$ cat src/rtl/led_sched_pkg.sv
// Shared definitions for the LED blink scheduler.
// Contents: scheduler state encoding, the tick counter width, and a ceil-log2
// helper that never returns less than 1 so derived vector widths stay legal.
package led_sched_pkg;

  // Scheduler phases: waiting for a grant, LED lit, dark gap after a pulse
  typedef enum logic [1:0] {
    ST_IDLE = 2'd0,
    ST_ON   = 2'd1,
    ST_GAP  = 2'd2
  } state_e;

  // Width of the tick counter; covers ON/OFF lengths up to 8191 ticks
  localparam int TICK_W = 13;

  // ceil(log2(value)), clamped to a minimum of 1
  function automatic int clog2_min1(input int value);
    int r;
    r = 0;
    for (int i = 0; i < 31; i++) begin
      if ((32'sd1 << i) < value) begin
        r = i + 1;
      end else begin
        r = r;
      end
    end
    return (r < 1) ? 1 : r;
  endfunction

endpackage

$ cat src/rtl/led_blink_scheduler_rr_arbiter.sv
// Round-robin priority search used by the LED blink scheduler.
// Ports:
//   ptr_i     - index of the source with highest priority this cycle
//   pend_i    - pending request vector
//   gnt_idx_o - first pending index found searching upward from ptr_i (with wrap)
//   gnt_vld_o - high when any request is pending
// Purely combinational; the pointer register lives in the parent.
module rr_arbiter #(
  parameter int N  = 4,
  parameter int OW = 2
) (
  input  logic [OW-1:0] ptr_i,
  input  logic [N-1:0]  pend_i,
  output logic [OW-1:0] gnt_idx_o,
  output logic          gnt_vld_o
);

  // Walk the sources starting at the pointer and take the first pending one
  always_comb begin
    gnt_idx_o = {OW{1'b0}};
    gnt_vld_o = 1'b0;
    for (int k = 0; k < N; k++) begin
      if (!gnt_vld_o && pend_i[(int'(ptr_i) + k) % N]) begin
        gnt_vld_o = 1'b1;
        gnt_idx_o = OW'((int'(ptr_i) + k) % N);
      end else begin
        gnt_vld_o = gnt_vld_o;
      end
    end
  end

endmodule

$ cat src/rtl/led_blink_scheduler.sv
// LED blink scheduler: shares one front-panel LED among N_REQ activity sources.
// Requests are latched as pending, granted round-robin, and each grant lights
// the LED for ON_TICKS ticks followed by an OFF_TICKS dark gap.
// Ports:
//   CK      - system clock, all state on rising edge
//   RST     - asynchronous active-high reset
//   ENABLE  - scheduler enable; low aborts any pulse and blocks new grants
//   REQ     - per-source activity strobe, level-sampled every cycle
//   LED     - registered LED drive
//   BUSY    - high while in ON or GAP
//   OWNER   - source currently or most recently granted
//   PENDING - latched pending requests
module led_blink_scheduler
  import led_sched_pkg::*;
#(
  parameter int N_REQ     = 4,
  parameter int PRESCALE  = 8,
  parameter int ON_TICKS  = 8191,
  parameter int OFF_TICKS = 1024,
  parameter int OW        = clog2_min1(N_REQ)
) (
  input  logic             CK,
  input  logic             RST,
  input  logic             ENABLE,
  input  logic [N_REQ-1:0] REQ,
  output logic             LED,
  output logic             BUSY,
  output logic [OW-1:0]    OWNER,
  output logic [N_REQ-1:0] PENDING
);

  localparam int                PW         = clog2_min1(PRESCALE);
  localparam logic [PW-1:0]     PRESC_LAST = PW'(PRESCALE - 1);
  localparam logic [TICK_W-1:0] ON_LAST    = TICK_W'(ON_TICKS - 1);
  localparam logic [TICK_W-1:0] OFF_LAST   = TICK_W'((OFF_TICKS > 0) ? OFF_TICKS - 1 : 0);
  localparam logic [OW-1:0]     PTR_LAST   = OW'(N_REQ - 1);

  state_e             state_q;
  logic               led_q;
  logic               busy_q;
  logic [OW-1:0]      owner_q;
  logic [OW-1:0]      ptr_q;
  logic [N_REQ-1:0]   pend_q;
  logic [N_REQ-1:0]   pend_d;
  logic [PW-1:0]      presc_q;
  logic [TICK_W-1:0]  ticks_q;

  logic               arb_vld_s;
  logic [OW-1:0]      arb_idx_s;
  logic [OW-1:0]      ptr_nxt_s;
  logic [N_REQ-1:0]   grant_mask_s;
  logic               grant_s;
  logic               tick_s;

  rr_arbiter #(
    .N  (N_REQ),
    .OW (OW)
  ) u_arb (
    .ptr_i     (ptr_q),
    .pend_i    (pend_q),
    .gnt_idx_o (arb_idx_s),
    .gnt_vld_o (arb_vld_s)
  );

  // Grant decision, prescaler tick, and pending-vector update (new requests win over clear)
  always_comb begin
    grant_s   = (state_q == ST_IDLE) && ENABLE && arb_vld_s;
    tick_s    = (presc_q == PRESC_LAST);
    ptr_nxt_s = (arb_idx_s == PTR_LAST) ? {OW{1'b0}} : arb_idx_s + OW'(1);
    if (grant_s) begin
      grant_mask_s = {{(N_REQ-1){1'b0}}, 1'b1} << arb_idx_s;
    end else begin
      grant_mask_s = {N_REQ{1'b0}};
    end
    pend_d = (pend_q & ~grant_mask_s) | REQ;
  end

  // Scheduler FSM with registered LED/BUSY/OWNER and the ON/GAP timers
  always_ff @(posedge CK or posedge RST) begin
    if (RST) begin
      state_q <= ST_IDLE;
      led_q   <= 1'b0;
      busy_q  <= 1'b0;
      owner_q <= {OW{1'b0}};
      ptr_q   <= {OW{1'b0}};
      pend_q  <= {N_REQ{1'b0}};
      presc_q <= {PW{1'b0}};
      ticks_q <= {TICK_W{1'b0}};
    end else begin
      pend_q <= pend_d;
      case (state_q)
        ST_IDLE: begin
          if (grant_s) begin
            state_q <= ST_ON;
            led_q   <= 1'b1;
            busy_q  <= 1'b1;
            owner_q <= arb_idx_s;
            ptr_q   <= ptr_nxt_s;
            presc_q <= {PW{1'b0}};
            ticks_q <= {TICK_W{1'b0}};
          end
        end
        ST_ON, ST_GAP: begin
          if (!ENABLE) begin
            // Abort: go dark at once; PENDING and OWNER are left untouched
            state_q <= ST_IDLE;
            led_q   <= 1'b0;
            busy_q  <= 1'b0;
            presc_q <= {PW{1'b0}};
            ticks_q <= {TICK_W{1'b0}};
          end else if (tick_s) begin
            presc_q <= {PW{1'b0}};
            if (state_q == ST_ON && ticks_q == ON_LAST) begin
              led_q   <= 1'b0;
              ticks_q <= {TICK_W{1'b0}};
              if (OFF_TICKS > 0) begin
                state_q <= ST_GAP;
              end else begin
                state_q <= ST_IDLE;
                busy_q  <= 1'b0;
              end
            end else if (state_q == ST_GAP && ticks_q == OFF_LAST) begin
              state_q <= ST_IDLE;
              busy_q  <= 1'b0;
              ticks_q <= {TICK_W{1'b0}};
            end else begin
              ticks_q <= ticks_q + TICK_W'(1);
            end
          end else begin
            presc_q <= presc_q + PW'(1);
          end
        end
        default: begin
          state_q <= ST_IDLE;
          led_q   <= 1'b0;
          busy_q  <= 1'b0;
        end
      endcase
    end
  end

  assign LED     = led_q;
  assign BUSY    = busy_q;
  assign OWNER   = owner_q;
  assign PENDING = pend_q;

endmodule

$ cat config.mk
export PLATFORM = sky130hd
export DESIGN_NAME = led_blink_scheduler
export DESIGN_NICKNAME = d
export VERILOG_FILES = /design/src/rtl/led_sched_pkg.sv /design/src/rtl/led_blink_scheduler_rr_arbiter.sv /design/src/rtl/led_blink_scheduler.sv
export SDC_FILE = /design/constraint.sdc
export NUM_CORES = 1
export LEC_CHECK = 0
export BUFFER_PORTS_ARGS = -buffer_cell sky130_fd_sc_hd__clkbuf_2
export CAP_MARGIN = 20
export CORE_UTILIZATION = 51
export CTS_BUF_LIST = sky130_fd_sc_hd__clkbuf_4 sky130_fd_sc_hd__clkbuf_8 sky130_fd_sc_hd__clkbuf_16
export DETAILED_ROUTE_END_ITERATION = 8
export GPL_TIMING_DRIVEN = 0
export PLACE_DENSITY = 0.7
export SYNTH_ARGS = -nofsm -noshare
export SYNTH_HDL_FRONTEND = slang
export SYNTH_HIERARCHICAL = 1
export SYNTH_SLANG_ARGS = --single-unit
$ cat constraint.sdc
create_clock -name CK -period 3.7 [get_ports CK]
set_input_delay 0 -clock CK [delete_from_list [all_inputs] [get_ports CK]]
set_output_delay 0 -clock CK [all_outputs]
set_load 0.03 [all_outputs]
# --- Word level (Yosys, flattened, before mapping) ---
# Cells that the tools add are included.
op_classes:
  n_addsub: 6
  magnitude_cmp: 4
  n_eq_ne: 12
  n_shift: 1
  n_mux: 47
  bitwise_logic: 6
  n_reduce_logical: 22
ops:
  columns: ["cell", "n"]
  rows:
  - ["13-bit 2-to-1 mux", 5]
  - ["13-bit case mux with 2 select lines", 1]
  - ["2-bit 2-to-1 mux", 10]
  - ["1-bit 2-to-1 mux", 19]
  - ["13-bit by 1-bit adder with 13-bit output (second input constant)", 1]
  - ["13-bit by 10-bit equality test with 1-bit output (second input constant)", 1]
  - ["13-bit equality test (second input constant)", 1]
  - ["3-bit by 4-bit < comparator with 1-bit output (second input constant)", 3]
  - ["3-bit inequality test (second input constant)", 4]
  - ["3-bit 2-to-1 mux", 3]
  - ["3-bit AND reduction", 3]
  - ["1-bit binary-select mux with 2-bit select", 4]
  - ["2-bit OR reduction", 4]
  - ["1-bit logical AND", 7]
  - ["3-bit case mux with 2 select lines", 1]
  - ["2-bit by 1-bit adder with 2-bit output (second input constant)", 2]
  - ["2-bit adder (second input constant)", 2]
  - ["4-bit AND", 1]
  - ["2-bit equality test (second input constant)", 2]
  - ["4-bit 2-to-1 mux", 1]
  - ["4-bit inequality test (second input constant)", 1]
  - ["4-bit NOT", 1]
  - ["4-bit OR", 1]
  - ["1-bit case mux with 2 select lines", 2]
  - ["other kinds (13)", 18]
totals:
  regBits: 28
  inputBits: 7
  output_inout_bits: 8
  word_cells: 106

# --- Logic depth before layout (Yosys ltp) ---
depth:
  word_depth: 19
  mapped_depth: 8

# --- By module ---
# The synthesis kept the hierarchy.
by_module_without_submodules:
  columns: ["mod", "instances", "cells_per_inst", "area_per_inst_um2"]
  rows:
  - ["led_blink_scheduler", 1, 167, 1624.1]
  - ["rr_arbiter", 1, 15, 77.6]

# --- Worst setup path after synthesis ---
# No wires, ideal clock.
synth_timing:
  path_type: "register -> register"
  start: "reg pend_q[0], in the netlist PENDING[0]"
  end: "reg ticks_q[11]"
  setup_time_ns: 0.069
  arrival_ns: 1.945
  slack_ns: 1.686
  stages_incl_launch_ff: 8
  path_cell_list: "dfrtp_1 inv_1 nand3_1 inv_1 a2111oi_0 nand3b_2 or3_1 nand3_1"
synth_between:
  elab_chain_cells: 15
synth_lines:
  columns: ["element", "line", "text"]
  rows:
  - ["start: declaration", "led_blink_scheduler.sv:43", "logic [N_REQ-1:0] pend_q;"]
  - ["start signal: assignment", "led_blink_scheduler.sv:86", "pend_q <= {N_REQ{1'b0}};"]
  - ["start signal: assignment", "led_blink_scheduler.sv:90", "pend_q <= pend_d;"]
  - ["1-bit binary-select mux with 2-bit select", "led_blink_scheduler_rr_arbiter.sv:23", "if (!gnt_vld_o && pend_i[(int'(ptr_i) + k) % N]) begin"]
  - ["1-bit 2-to-1 mux (implied by the code)", "led_blink_scheduler_rr_arbiter.sv:23", null]
  - ["1-bit 2-to-1 mux", "led_blink_scheduler_rr_arbiter.sv:23", null]
  - ["1-bit logical NOT", "led_blink_scheduler_rr_arbiter.sv:23", null]
  - ["1-bit logical AND", "led_blink_scheduler_rr_arbiter.sv:23", null]
  - ["1-bit 2-to-1 mux", "led_blink_scheduler_rr_arbiter.sv:23", null]
  - ["1-bit logical NOT", "led_blink_scheduler_rr_arbiter.sv:23", null]
  - ["1-bit logical AND", "led_blink_scheduler_rr_arbiter.sv:23", null]
  - ["1-bit 2-to-1 mux", "led_blink_scheduler_rr_arbiter.sv:23", null]
  - ["1-bit logical NOT", "led_blink_scheduler_rr_arbiter.sv:23", null]
  - ["1-bit logical AND", "led_blink_scheduler_rr_arbiter.sv:23", null]
  - ["1-bit 2-to-1 mux *", "led_blink_scheduler_rr_arbiter.sv:23", null]
  - ["named net arb_vld_s", "led_blink_scheduler.sv:48", "logic arb_vld_s;"]
  - ["1-bit logical AND *", "led_blink_scheduler.sv:67", "grant_s = (state_q == ST_IDLE) && ENABLE && arb_vld_s;"]
  - ["2-bit inequality test (no line) *", null, null]
  - ["3-bit AND reduction (no line) *", null, null]
  - ["end signal: assignment", "led_blink_scheduler.sv:88", "ticks_q <= {TICK_W{1'b0}};"]
  - ["end signal: assignment", "led_blink_scheduler.sv:100", "ticks_q <= {TICK_W{1'b0}};"]
  - ["end signal: assignment", "led_blink_scheduler.sv:110", "ticks_q <= {TICK_W{1'b0}};"]
  - ["end: declaration", "led_blink_scheduler.sv:46", "logic [TICK_W-1:0] ticks_q;"]
# The timed path passes the listed nets; every way through them passes the cells marked *. The select of a mux whose other input is x is not followed.
# A chain may end at the register's enable or synchronous reset.

# --- Final worst setup path ---
layout_timing:
  start: "reg state_q[1]"
  end: "reg ticks_q[3]"
layout_between:
  elab_chain_cells: 7
layout_lines:
  columns: ["element", "line", "text"]
  rows:
  - ["start: declaration", "led_blink_scheduler.sv:38", "state_e state_q;"]
  - ["start signal: assignment", "led_blink_scheduler.sv:81", "state_q <= ST_IDLE;"]
  - ["start signal: assignment", "led_blink_scheduler.sv:94", "state_q <= ST_ON;"]
  - ["start signal: assignment", "led_blink_scheduler.sv:106", "state_q <= ST_IDLE;"]
  - ["2-bit equality test", "led_blink_scheduler.sv:91, led_blink_scheduler.sv:122", null]
  - ["1-bit logical AND", "led_blink_scheduler.sv:122", "end else if (state_q == ST_GAP && ticks_q == OFF_LAST) begin"]
  - ["13-bit 2-to-1 mux", "led_blink_scheduler.sv:122", null]
  - ["13-bit 2-to-1 mux", "led_blink_scheduler.sv:113", "if (state_q == ST_ON && ticks_q == ON_LAST) begin"]
  - ["13-bit 2-to-1 mux", "led_blink_scheduler.sv:111", "end else if (tick_s) begin"]
  - ["13-bit 2-to-1 mux", "led_blink_scheduler.sv:104", "if (!ENABLE) begin"]
  - ["13-bit case mux with 2 select lines", "led_blink_scheduler.sv:91", "case (state_q)"]
  - ["end signal: assignment", "led_blink_scheduler.sv:88", null]
  - ["end signal: assignment", "led_blink_scheduler.sv:110", null]
  - ["end signal: assignment", "led_blink_scheduler.sv:115", "ticks_q <= {TICK_W{1'b0}};"]
# Several ways; a longest one is shown, not always the timed one. The select of a mux whose other input is x is not followed.

==> impl_summary.log <==
INFO  metric regToRegSetupSlack = ~1.5 ns
INFO  metric ys_seq_elements = 28
INFO  metric first_pass_grt_wire_length = 5954 um
INFO  metric worst_ir_drop_vdd = 349.6 uV
INFO  metric clk-insertion-delay-late = 0.36 ns
INFO  metric timing_worst_setup_path_type = reg2reg
INFO  metric postRouteAntennaNets = 0
INFO  metric synth_top_cell_area_share = 41.18%
INFO  metric fraction_of_layout_instances_using_a_drive_strength_above_1 = between 15 and 20%
INFO  metric synth.lib_cells_used.distinct = 41
INFO  metric die_width = between 50 and 60 um
INFO  metric cts_tree = done
INFO  metric post_cts_resize_count = 0
INFO  metric yosys.area_share.xor_xnor = 0%
INFO  metric grt_antenna_before_repair = 0
INFO  metric final-setup-viol-count = 0
INFO  metric grt_setup_unrepaired = false
INFO  metric layout.area.seq = 700.7 um^2
INFO  metric syn-cell-area = 1702 um^2
INFO  metric ys_dominant_reg_cell = dfrtp_1
INFO  metric total_leakage_power = 0.0009228 uW
INFO  metric timing.rr.start = state_q[1]$_DFFE_PP0P_
INFO  metric final.setup.tns = 0 ns
INFO  metric start_point_of_the_critical_path = state_q[1]$_DFFE_PP0P_
INFO  metric dieHeight = 59.76 um
INFO  metric dpl.hpwl = 2735 um
INFO  metric yosys.area.top_type = dfrtp_1
INFO  metric nets = roughly 230
INFO  metric cts_hold_buffers = 5
INFO  metric skew = 0.02087 ns
INFO  metric post_synth_and_or_nand_nor_area_fraction = 21.91%
INFO  metric h_tree_level_count = 1
INFO  metric final_min_period_over_clock_period = 58.98%
INFO  metric timing.critical_path.fanout_max = 9
INFO  metric floorplan.initialDensity = between 50% and 60%
INFO  metric post-cts-setup-buffer-count = 0
INFO  metric timing_worst_slew_pin_value = 0.7849 ns
INFO  metric yosys_warnings = 6
INFO  metric fp-row-count = 20
INFO  metric largest_family_of_logic_cells_by_synthesized_area = simple AND/OR/NAND/NOR gates
INFO  metric slew_margin_rel = 47.12%
INFO  metric met2_layer_usage_reported_by_global_route = 36.03%
INFO  metric ioPinCount = 15
INFO  metric min-delay-path-class = in2async
INFO  metric fin_util = 63.06%
INFO  metric route.detailed.wl_per_inst = 14.51 um
INFO  metric met1_usage = 30.36%
INFO  metric final.fill_count = around 290
INFO  metric netlist_top_cells_area = dfrtp_1 41%, ha_1 8.8%, nand2_1 4.2%
INFO  metric r2r.worst_path.cells = 7
INFO  metric all_layer_global_routing_usage = 22.25%
INFO  metric synth_mux_area_share = 1.912%
INFO  metric clkTransAtPathRegs = between 0.15 and 0.2 ns
INFO  metric crit_path_arrival_time = 2.48 ns
INFO  metric first_drt_pass_iteration_count = 4
INFO  metric fmax = 458.2 MHz
INFO  metric postSynth.asyncResetShare = 100.0%
INFO  metric setup.worst_path.start_class = flip-flop
INFO  metric met3_use_gr = 3.030%
INFO  metric number_of_inserted_diodes = 0
INFO  metric sequential_to_total_area_share_from_yosys_stat = approximately two fifths
INFO  metric drcViolationCount = 0
INFO  metric critical_path.reg2reg.endpoint = ticks_q[3]$_DFFE_PP0P_
INFO  metric io_buffer_count = 14
INFO  metric via_per_inst = 5.804
INFO  metric synthesis.instances = around 180
INFO  metric min_period = ~2.2 ns
INFO  metric max-cap-violations = 0
INFO  metric synth.net_count = 201
INFO  metric initialDrtViolationCount = 82
INFO  metric worstSetupEndpoint = ticks_q[3]$_DFFE_PP0P_
INFO  metric core_area = 3103 um^2
INFO  metric syn_area_per_cell = 9.350 um^2
INFO  metric slew_viol_final = 0
INFO  metric gr-max-usage-layer = met2
INFO  metric areaGrowthSynthToFinish = 15.00%
INFO  metric synthesized_area_fraction_occupied_by_adder_cells = between 8 and 9%
INFO  metric synth-edff-count = 0
INFO  metric synth_top_cells_by_count = 28 x dfrtp_1, 19 x nand2_1, 18 x inv_1
INFO  metric status = finished clean
INFO  metric multi_input_comb_area = 905.9 um^2
INFO  metric route.vias.total = 1451
INFO  metric die_footprint = 3571 um^2
INFO  metric cts_num_sinks = 28
INFO  metric tritoncts.num_buffers = 3
INFO  metric clockBufferDepth = 2
INFO  metric required = around 4 ns
INFO  metric via_count_of_the_first_global_routing_pass = 1310
INFO  metric pin_count_of_the_biggest_net_entering_global_routing = 29
INFO  metric synth_most_common_cell = dfrtp_1
INFO  metric synthesized_area_fraction_occupied_by_ao_oa_aoi_and_oai_cells = 20.59%
INFO  metric hold_viol = 0
INFO  metric power_density = 580.4 nW/um^2
INFO  metric grt_overflow = 0
INFO  metric setup.worst_path.end_class = flip-flop
INFO  metric cts-root-buf = clkbuf_4
INFO  metric wirelength = around 3600 um
INFO  metric globalplace.congestion = between 0.8 and 0.9
==> worst max-delay path, cell delays in order, from the launching register on <==
cell and delay (ns):
dfrtp_1 0.40, inv_1 0.08, ha_1 0.36, inv_1 0.08, a2111oi_0 0.45, nand3b_2 0.28, or3_1 0.40, o21ai_0 0.08
==> cell type report <==
| type | instances | area share [%] |
|---|---|---|
| Multi-Input combinational cell | 132 | 46.29 |
| Sequential cell | 28 | 35.81 |
| Timing Repair Buffer | 20 | 7.545 |
| Inverter | 19 | 3.644 |
| Tap cell | 44 | 2.813 |
| Clock inverter | 1 | 1.535 |
| Buffer | 3 | 1.215 |
| Clock buffer | 3 | 1.151 |
==> cell usage in the layout, fill, tap and decap left out, types with 2 or more instances in the layout <==
| master | netlist | layout |
|---|---|---|
| nand3_1 | 10 | 10 |
| o21ai_0 | 14 | 14 |
| a21o_1 | 7 | 7 |
| or3_1 | 7 | 7 |
| clkbuf_2 | 0 | 14 |
| clkbuf_4 | 1 | 4 |
| dlygate4sd3_1 | 0 | 5 |
| o21a_1 | 3 | 3 |
| o21ai_2 | 2 | 2 |
| nand4_1 | 4 | 4 |
| inv_1 | 18 | 18 |
| nor4_1 | 2 | 2 |
| nand2_1 | 19 | 19 |
| dfrtp_1 | 28 | 28 |
| a21oi_1 | 12 | 12 |
| ha_1 | 12 | 12 |
| nor2_1 | 7 | 7 |
| and3_1 | 2 | 2 |
| nor3_1 | 2 | 2 |
| o31ai_1 | 5 | 5 |
| mux2_2 | 2 | 2 |
| a22o_1 | 4 | 4 |
==> flip-flops by register name, summed over array words and instances (netlist names) <==
| name | flops |
|---|---|
| BUSY | 1 |
| LED | 1 |
| OWNER | 2 |
| PENDING | 4 |
| presc_q | 3 |
| ptr_q | 2 |
| state_q | 2 |
| ticks_q | 13 |
==> worst min path at each step <==
stage | startpoint | to | slack [ns] | cells past startpoint
after floorplan | RST | BUSY$_DFFE_PP0P_ | 0.07 | 1
after global placement | REQ[2] | PENDING[2]$_DFF_PP0_ | 0.18 | 2
after detailed placement | REQ[3] | PENDING[3]$_DFF_PP0_ | 0.18 | 2
after CTS | ENABLE | ptr_q[0]$_DFFE_PP0P_ | 0.15 | 3
after global routing | RST | ticks_q[7]$_DFFE_PP0P_ | 0.15 | 3
final | RST | ticks_q[7]$_DFFE_PP0P_ | 0.12 | 3
==> through the flow <==
step / total power, uW / hold slack [ns] / cell area (um^2) / setup slack (ns) / instances
floorplan: 791.6 / 0.06541 / 1702 / 1.686 / 182
global placement: 893.6 / 0.1793 / 1827 / 1.536 / 240
detailed placement: 924.7 / 0.1844 / 1827 / 1.511 / 240
CTS: 1135 / 0.1462 / 1929 / 1.507 / 249
global route: 1207 / 0.1472 / 1957 / 1.382 / 250
finish: 1136 / 0.1231 / 1957 / 1.518 / 250
==> routing by layer <==
metal | part of all wire [%] | wire length, um
met5 | 0 | 0
met4 | 1.2 | 44
met3 | 3.9 | 143
met2 | 48 | 1732
met1 | 47 | 1707
==> where the power goes <==
part / total, uW / switching (uW) / internal (uW) / leakage [uW]
logic: 508 / 317 / 191 / 0.000538
clock network: 211 / 102 / 110 / 0.0000279
registers: 416 / 50.6 / 366 / 0.000357
total: 1140 / 469 / 667 / 0.000923
==> cells by family after synthesis <==
logic type               Yosys count
AO/OA/AOI/OAI                     53
adder cells (fa/ha/maj)           12
buffers and inverters             22
flip-flops                        28
multiplexers                       3
AND/OR/NAND/NOR                   64
No activity file was read; power rests on OpenSTA's default activity.
